==> src/rtl/fir_capture_buffer_pkg.sv <==
// rtl/fir_capture_buffer_pkg.sv - shared types and defaults for the FIR capture buffer
package fir_capture_buffer_pkg;

    localparam int N_DEF     = 16;
    localparam int DEPTH_DEF = 128;
    localparam int SKIP_DEF  = 0;

    function automatic int addr_width(input int depth);
        return (depth > 1) ? $clog2(depth) : 1;
    endfunction

    localparam int AW_DEF = addr_width(DEPTH_DEF);

    typedef enum logic [1:0] {
        ST_IDLE    = 2'd0,
        ST_ARMED   = 2'd1,
        ST_CAPTURE = 2'd2,
        ST_DONE    = 2'd3
    } state_t;

endpackage

==> src/rtl/fir_capture_buffer_if.sv <==
// rtl/fir_capture_buffer_if.sv - sample stream and readout bus of the FIR capture buffer
interface fir_capture_buffer_if
    import fir_capture_buffer_pkg::*;
#(
    parameter int N  = N_DEF,
    parameter int AW = AW_DEF
) ();

    logic          sample_valid;
    logic [N-1:0]  sample_in;
    logic          rd_en;
    logic [AW-1:0] rd_addr;
    logic [N-1:0]  rd_data;
    logic          rd_valid;

    modport master (
        output sample_valid,
        output sample_in,
        output rd_en,
        output rd_addr,
        input  rd_data,
        input  rd_valid
    );

    modport slave (
        input  sample_valid,
        input  sample_in,
        input  rd_en,
        input  rd_addr,
        output rd_data,
        output rd_valid
    );

endinterface

==> src/rtl/fir_capture_ram.sv <==
// rtl/fir_capture_ram.sv - sample store: one write port, one registered read port
module fir_capture_ram
    import fir_capture_buffer_pkg::*;
#(
    parameter int N     = N_DEF,
    parameter int DEPTH = DEPTH_DEF,
    parameter int AW    = addr_width(DEPTH)
) (
    input  logic          clk,
    input  logic          rst_n,
    input  logic          we,
    input  logic [AW-1:0] waddr,
    input  logic [N-1:0]  wdata,
    input  logic          re,
    input  logic [AW-1:0] raddr,
    output logic [N-1:0]  rdata
);

    logic [N-1:0] mem [DEPTH];
    logic [N-1:0] rdata_q;
    logic [N-1:0] rdata_d;

    // Storage is deliberately unreset so a capture survives a reset of the control logic.
    always_ff @(posedge clk) begin
        if (we) begin
            mem[waddr] <= wdata;
        end
    end

    always_comb begin
        rdata_d = rdata_q;
        if (re) begin
            rdata_d = mem[raddr];
        end
    end

    always_ff @(posedge clk or negedge rst_n) begin
        if (!rst_n) begin
            rdata_q <= '0;
        end else begin
            rdata_q <= rdata_d;
        end
    end

    assign rdata = rdata_q;

endmodule

==> src/rtl/fir_capture_buffer.sv <==
// rtl/fir_capture_buffer.sv - arm-triggered capture of filter output samples with peak tracking
module fir_capture_buffer
    import fir_capture_buffer_pkg::*;
#(
    parameter int N     = N_DEF,
    parameter int DEPTH = DEPTH_DEF,
    parameter int SKIP  = SKIP_DEF,
    parameter int AW    = addr_width(DEPTH)
) (
    input  logic                 clk,
    input  logic                 reset,
    input  logic                 arm,
    fir_capture_buffer_if.slave  bus,
    output logic                 busy,
    output logic                 done,
    output logic [AW:0]          count,
    output logic [N-1:0]         peak_max,
    output logic [N-1:0]         peak_min
);

    localparam int            SW       = (SKIP > 0) ? $clog2(SKIP + 1) : 1;
    localparam logic [SW:0]   SKIP_V   = (SW + 1)'(SKIP);
    localparam logic [AW:0]   LAST_CNT = (AW + 1)'(DEPTH - 1);

    state_t        state_q, state_d;
    logic [SW-1:0] skip_q, skip_d;
    logic [SW:0]   skip_inc;
    logic [AW-1:0] wr_ptr_q, wr_ptr_d;
    logic [AW:0]   count_q, count_d;
    logic [N-1:0]  peak_max_q, peak_max_d;
    logic [N-1:0]  peak_min_q, peak_min_d;
    logic          rd_valid_q, rd_valid_d;
    logic          mem_we;
    logic          mem_re;

    always_comb begin
        state_d    = state_q;
        skip_d     = skip_q;
        wr_ptr_d   = wr_ptr_q;
        count_d    = count_q;
        peak_max_d = peak_max_q;
        peak_min_d = peak_min_q;
        mem_we     = 1'b0;
        skip_inc   = {1'b0, skip_q} + (SW + 1)'(1);

        // A read issued together with arm in DONE still sees the finished capture.
        mem_re     = bus.rd_en && (state_q == ST_DONE);
        rd_valid_d = mem_re;

        case (state_q)
            ST_IDLE, ST_DONE: begin
                if (arm) begin
                    state_d  = ST_ARMED;
                    skip_d   = '0;
                    wr_ptr_d = '0;
                    count_d  = '0;
                end
            end
            ST_ARMED: begin
                if (SKIP == 0) begin
                    state_d = ST_CAPTURE;
                end else if (bus.sample_valid) begin
                    skip_d = skip_inc[SW-1:0];
                    if (skip_inc == SKIP_V) begin
                        state_d = ST_CAPTURE;
                    end
                end
            end
            ST_CAPTURE: begin
                if (bus.sample_valid) begin
                    mem_we   = 1'b1;
                    wr_ptr_d = wr_ptr_q + AW'(1);
                    count_d  = count_q + (AW + 1)'(1);
                    if (count_q == '0) begin
                        peak_max_d = bus.sample_in;
                        peak_min_d = bus.sample_in;
                    end else begin
                        if ($signed(bus.sample_in) > $signed(peak_max_q)) begin
                            peak_max_d = bus.sample_in;
                        end
                        if ($signed(bus.sample_in) < $signed(peak_min_q)) begin
                            peak_min_d = bus.sample_in;
                        end
                    end
                    if (count_q == LAST_CNT) begin
                        state_d = ST_DONE;
                    end
                end
            end
            default: begin
                state_d = ST_IDLE;
            end
        endcase
    end

    always_ff @(posedge clk or negedge reset) begin
        if (!reset) begin
            state_q    <= ST_IDLE;
            skip_q     <= '0;
            wr_ptr_q   <= '0;
            count_q    <= '0;
            peak_max_q <= '0;
            peak_min_q <= '0;
            rd_valid_q <= 1'b0;
        end else begin
            state_q    <= state_d;
            skip_q     <= skip_d;
            wr_ptr_q   <= wr_ptr_d;
            count_q    <= count_d;
            peak_max_q <= peak_max_d;
            peak_min_q <= peak_min_d;
            rd_valid_q <= rd_valid_d;
        end
    end

    fir_capture_ram #(
        .N     (N),
        .DEPTH (DEPTH),
        .AW    (AW)
    ) u_ram (
        .clk   (clk),
        .rst_n (reset),
        .we    (mem_we),
        .waddr (wr_ptr_q),
        .wdata (bus.sample_in),
        .re    (mem_re),
        .raddr (bus.rd_addr),
        .rdata (bus.rd_data)
    );

    assign bus.rd_valid = rd_valid_q;
    assign busy         = (state_q == ST_ARMED) || (state_q == ST_CAPTURE);
    assign done         = (state_q == ST_DONE);
    assign count        = count_q;
    assign peak_max     = peak_max_q;
    assign peak_min     = peak_min_q;

endmodule

==> src/flat_wrapper.sv <==
// flat-port wrapper written by rule: the top's interface ports become plain ports
module fir_capture_buffer_flat import fir_capture_buffer_pkg::*;
#(
    parameter int N     = N_DEF,
    parameter int DEPTH = DEPTH_DEF,
    parameter int SKIP  = SKIP_DEF,
    parameter int AW    = addr_width(DEPTH)
)
  (clk, reset, arm, busy, done, count, peak_max, peak_min, bus_sample_valid, bus_sample_in, bus_rd_en, bus_rd_addr, bus_rd_data, bus_rd_valid);
  fir_capture_buffer_if #(.N(N), .AW(AW)) bus_i ();
  input  logic clk;
  input  logic reset;
  input  logic arm;
  output logic busy;
  output logic done;
  output logic [AW:0] count;
  output logic [N-1:0] peak_max;
  output logic [N-1:0] peak_min;
  input wire logic [$bits(bus_i.sample_valid)-1:0] bus_sample_valid;
  input wire logic [$bits(bus_i.sample_in)-1:0] bus_sample_in;
  input wire logic [$bits(bus_i.rd_en)-1:0] bus_rd_en;
  input wire logic [$bits(bus_i.rd_addr)-1:0] bus_rd_addr;
  output wire logic [$bits(bus_i.rd_data)-1:0] bus_rd_data;
  output wire logic [$bits(bus_i.rd_valid)-1:0] bus_rd_valid;
  assign bus_i.sample_valid = bus_sample_valid;
  assign bus_i.sample_in = bus_sample_in;
  assign bus_i.rd_en = bus_rd_en;
  assign bus_i.rd_addr = bus_rd_addr;
  assign bus_rd_data = bus_i.rd_data;
  assign bus_rd_valid = bus_i.rd_valid;
  fir_capture_buffer #(.N(N), .DEPTH(DEPTH), .SKIP(SKIP), .AW(AW)) u_core (.clk(clk), .reset(reset), .arm(arm), .bus(bus_i), .busy(busy), .done(done), .count(count), .peak_max(peak_max), .peak_min(peak_min));
endmodule
==> config.mk <==
export PLATFORM = sky130hd
export DESIGN_NAME = fir_capture_buffer_flat
export DESIGN_NICKNAME = d
export VERILOG_FILES = /design/src/rtl/fir_capture_buffer_pkg.sv /design/src/rtl/fir_capture_buffer_if.sv /design/src/rtl/fir_capture_ram.sv /design/src/rtl/fir_capture_buffer.sv /design/src/flat_wrapper.sv
export SDC_FILE = /design/constraint.sdc
export NUM_CORES = 2
export LEC_CHECK = 0
export CORE_MARGIN = 2
export CORE_UTILIZATION = 55
export DETAILED_ROUTE_END_ITERATION = 6
export PLACE_DENSITY = 0.71
export SLEW_MARGIN = 40
export SYNTH_ARGS = -nofsm -noshare
export SYNTH_HDL_FRONTEND = slang
export SYNTH_HIERARCHICAL = 1
export SYNTH_SLANG_ARGS = --single-unit
==> constraint.sdc <==
create_clock -name clk -period 4.4 [get_ports clk]
set_input_delay 0.88 -clock clk [delete_from_list [all_inputs] [get_ports clk]]
set_output_delay 0.88 -clock clk [all_outputs]
set_load 0.01 [all_outputs]
==> reports/qor.yml <==
route:
  via_count: 44867
  routed_wirelength_um: 228000
  detail_route.wl_per_cell_um: 33.4
  drtIter0Drc: 6888
  drt_drc_violations_left: 0
  wl_met1_um: 85100
  drt.antenna.violating_nets: 0
  met2_length_um: 105000
  top_layer_used: "met5"
  via_cell_ratio: 6.57
  length_of_the_first_detailed_routing_pass_in_iterations: 7
  detailed_route_wirelength_on_metal3_um: 28200
setup_path:
  worst_r2r_startpoint: "u_core/state_q[0]"
  crit_top_cell: "buf_4"
  worstPathRequired_ns: 5.15
  cells_on_worst_reg2reg_path: 8
  worst-endpoint-arrival_ns: 4.11
  slowest_stage_cell_on_the_critical_path: "o41ai_1"
  reg2reg_setup_slack_ns: 1.41
  cp-end-kind: "flop"
  critPathBufInv: 4
  timing.rr.end: "u_core/u_ram/mem[119][1]"
  critical_path_peak_fanout: 54
  critical_path.cell_chain: "buf_8 > buf_12 > buf_4 > nor2_1 > buf_4 > a22oi_1 > a21oi_1 > o41ai_1 > nand3_1 > o221ai_1"
  critPathKind: "input pin to flop"
  critical_path.top_delay_family: "compound AO/OA/AOI/OAI gates"
  critPathMaxStageDelay_ns: 0.83
  cp-start-kind: "input pin"
global_route:
  grt.overflow.total: 0
  grt_pass1_vias: 43678
  first_pass_grt_wire_length_um: 324000
  grt_use_total_pct: 29.4
  pin_count_of_the_biggest_net_entering_global_routing: 91
  grt_antenna_before_repair: 12
logic_synthesis:
  ys_top_cells_by_count: "edfxtp_1, mux2i_1, mux4_2"
  synth.yosys.warnings: 6
  syn_nets: 4277
  yosysSeqAreaShare_pct: 75.5
  syn-instance-count: 4212
  synth_area_leader_cell: "edfxtp_1"
  synthFlopType: "edfxtp_1"
  most_frequent_cell_after_synthesis: "edfxtp_1"
  syn_avg_cell_area_um2: 19.9
  yosys.cell_types.count: 83
  synthArstFlopShare_pct: 3.12
  synthDominantCellAreaShare_pct: 73.5
  synth_area_leaders: "edfxtp_1, mux4_2, mux2i_1, dfrtp_1, a22oi_1"
  synth_area_um2: 83600
  synth_edf_count: 2048
  postSynthRegisterBits: 2114
placed_design:
  gp_congestion: 0.912
  dpl.hpwl_um: 144000
  numPlacedInstances: 6449
  detailedPlace.worstSlack_ns: 0.332
  placement.io_buffers: 86
floorplan:
  dieHeight_um: 394
  boundaryPins: 87
  start_util_pct: 55.2
  die_width_um: 394
  core-area_um2: 152000
  die_area_um2: 155000
  rows: 143
layout:
  drive_gt1_share_pct: 22.6
  area_delta_synth_final_pct: 13.8
  final_cell_count_no_fill: 6831
  layout.core_utilization_pct: 62.8
  fin_nets: 4690
sta:
  final_setup_violation_count: 0
  slew_at_the_pin_closest_to_its_max_slew_limit_ns: 0.863
  finalSetupTns_ns: 0
  slew-limit-headroom_pct: 42.2
  max_freq_ghz: 0.297
  finalMaxSlewViolations: 0
  share_of_the_cycle_needed_by_the_critical_path_after_routing_pct: 76.4
  rsz0062_at_grt: "no"
  setup_slack_ns: 1.04
  clock-skew-final_ns: 0.0360
  layout_min_cycle_time_ns: 3.36
  hold_violations: 0
cts:
  clk_path_buf_depth: 3
  post-cts-setup-buffers: 0
  resized_gates_after_cts: 0
  clkSlewWorstSetupHoldPaths_ns: 0.06
  clkSinkCount: 2114
  clock_tree_from_tritoncts: "built"
  cts_buffers: 203
  clock-root-buffer: "clkbuf_16"
  cts_max_level: 4
  clkLatencyLatePin_ns: 0.86
  holdBufCountCts: 0
flow_run:
  cap_viol_max_count: 0
power:
  p_leak_nw: 31.6
  fin_total_pwr_mw: 44.1
  power-per-cell-area_nw_per_um2: 464
  ir_drop_v: 0.000387
hold_path:
  hp-class: "input pin to async pin"
outcome:
  run_status: "finished, final reports clean"
==> metrics by stage <==
step | cell area [µm²] | hold WS [ns]
floorplan | 83600 | 0.497
global placement | 88400 | 0.505
detailed placement | 88500 | 0.515
CTS | 95100 | 0.0331
global route | 95100 | 0.0982
finish | 95100 | 0.0766
==> power by group <==
part	switching, mW	internal (mW)	leakage [nW]
Clock	7.54	9.75	3.19
Sequential	0.427	22.4	19.2
Combinational	2.42	1.64	9.17
==> worst max-delay path by stage <==
stage / from / to / slack (ns) / cells after the start
2_1_floorplan: bus_sample_valid / u_core/u_ram/mem[100][0] / 1.22 / 5
3_3_place_gp: bus_rd_addr[0] / u_core/u_ram/rdata[9] / 0.04 / 10
3_5_place_dp: bus_rd_addr[0] / u_core/u_ram/rdata[0] / 0.33 / 10
4_1_cts: u_core/state_q[0] / busy / 1.12 / 4
5_1_grt: bus_rd_addr[0] / u_core/u_ram/rdata[14] / 1.01 / 10
6_report: bus_rd_addr[0] / u_core/u_ram/rdata[0] / 1.04 / 10
==> layer usage <==
layer  up-vias  global-route usage (%)
met4         6                    11.6
met5         -                       0
met2      3049                    44.6
met3       443                    7.25
met1     23211                    41.6
li1      18158                       -
==> cell families (layout without fill, tap and decap cells) <==
kind of cell               after synthesis  after routing  synth area share (%)
AOI/OAI and AO/OA                      479            479                  4.05
xor gates and xnor gates                11             11                 0.115
adders and majority gates               37             37                 0.554
buffers and inverters                  282            868                  2.19
DFF                                   2114           2114                  75.5
muxes                                  788            788                  14.8
other                                    0              3                     0
and+or+nand+nor                        501            501                  2.76
==> sequential cells by signal (all words and copies together) (netlist names) <==
register,cells
u_core/u_ram/rdata,16
u_core/bus.rd_valid,1
u_core/state_q,2
u_core/wr_ptr_q,7
u_core/u_ram/mem,2048
u_core/peak_max,16
u_core/peak_min,16
u_core/count,8
==> worst register-to-register path, stage by stage, from the launching register on <==
cell     delay (ns)
dfrtp_1        0.41
inv_1          0.07
ha_1           0.26
nand2_1        0.11
inv_1          0.31
nand4_1        0.48
buf_4          0.40
nor2_1         0.26
buf_4          0.35
==> placed cells by master (no fill, tap or decap), types with 43 or more instances in the layout <==
master           count
o22ai_1             43
mux4_2             330
clkbuf_1            49
clkdlybuf4s50_1     64
a21oi_1             95
buf_4              335
clkinv_1            48
mux2i_1            387
clkbuf_16          204
nor2_1             161
a22oi_1            109
inv_1               46
nand2_1            137
edfxtp_1          2048
o221ai_1            43
dfrtp_1             66
==> area by class of cell <==
type                       instances  area, µm²
antenna                            3       7.51
clock buffer                     256       5330
clock inverter                   122       1270
fill                           10344      56400
inverter                          48        183
multi-input combinational       1816      18800
sequential                      2114      63200
tap                             2030       2540
timing repair buffer             442       3910
Power figures use the tool's default switching activity.
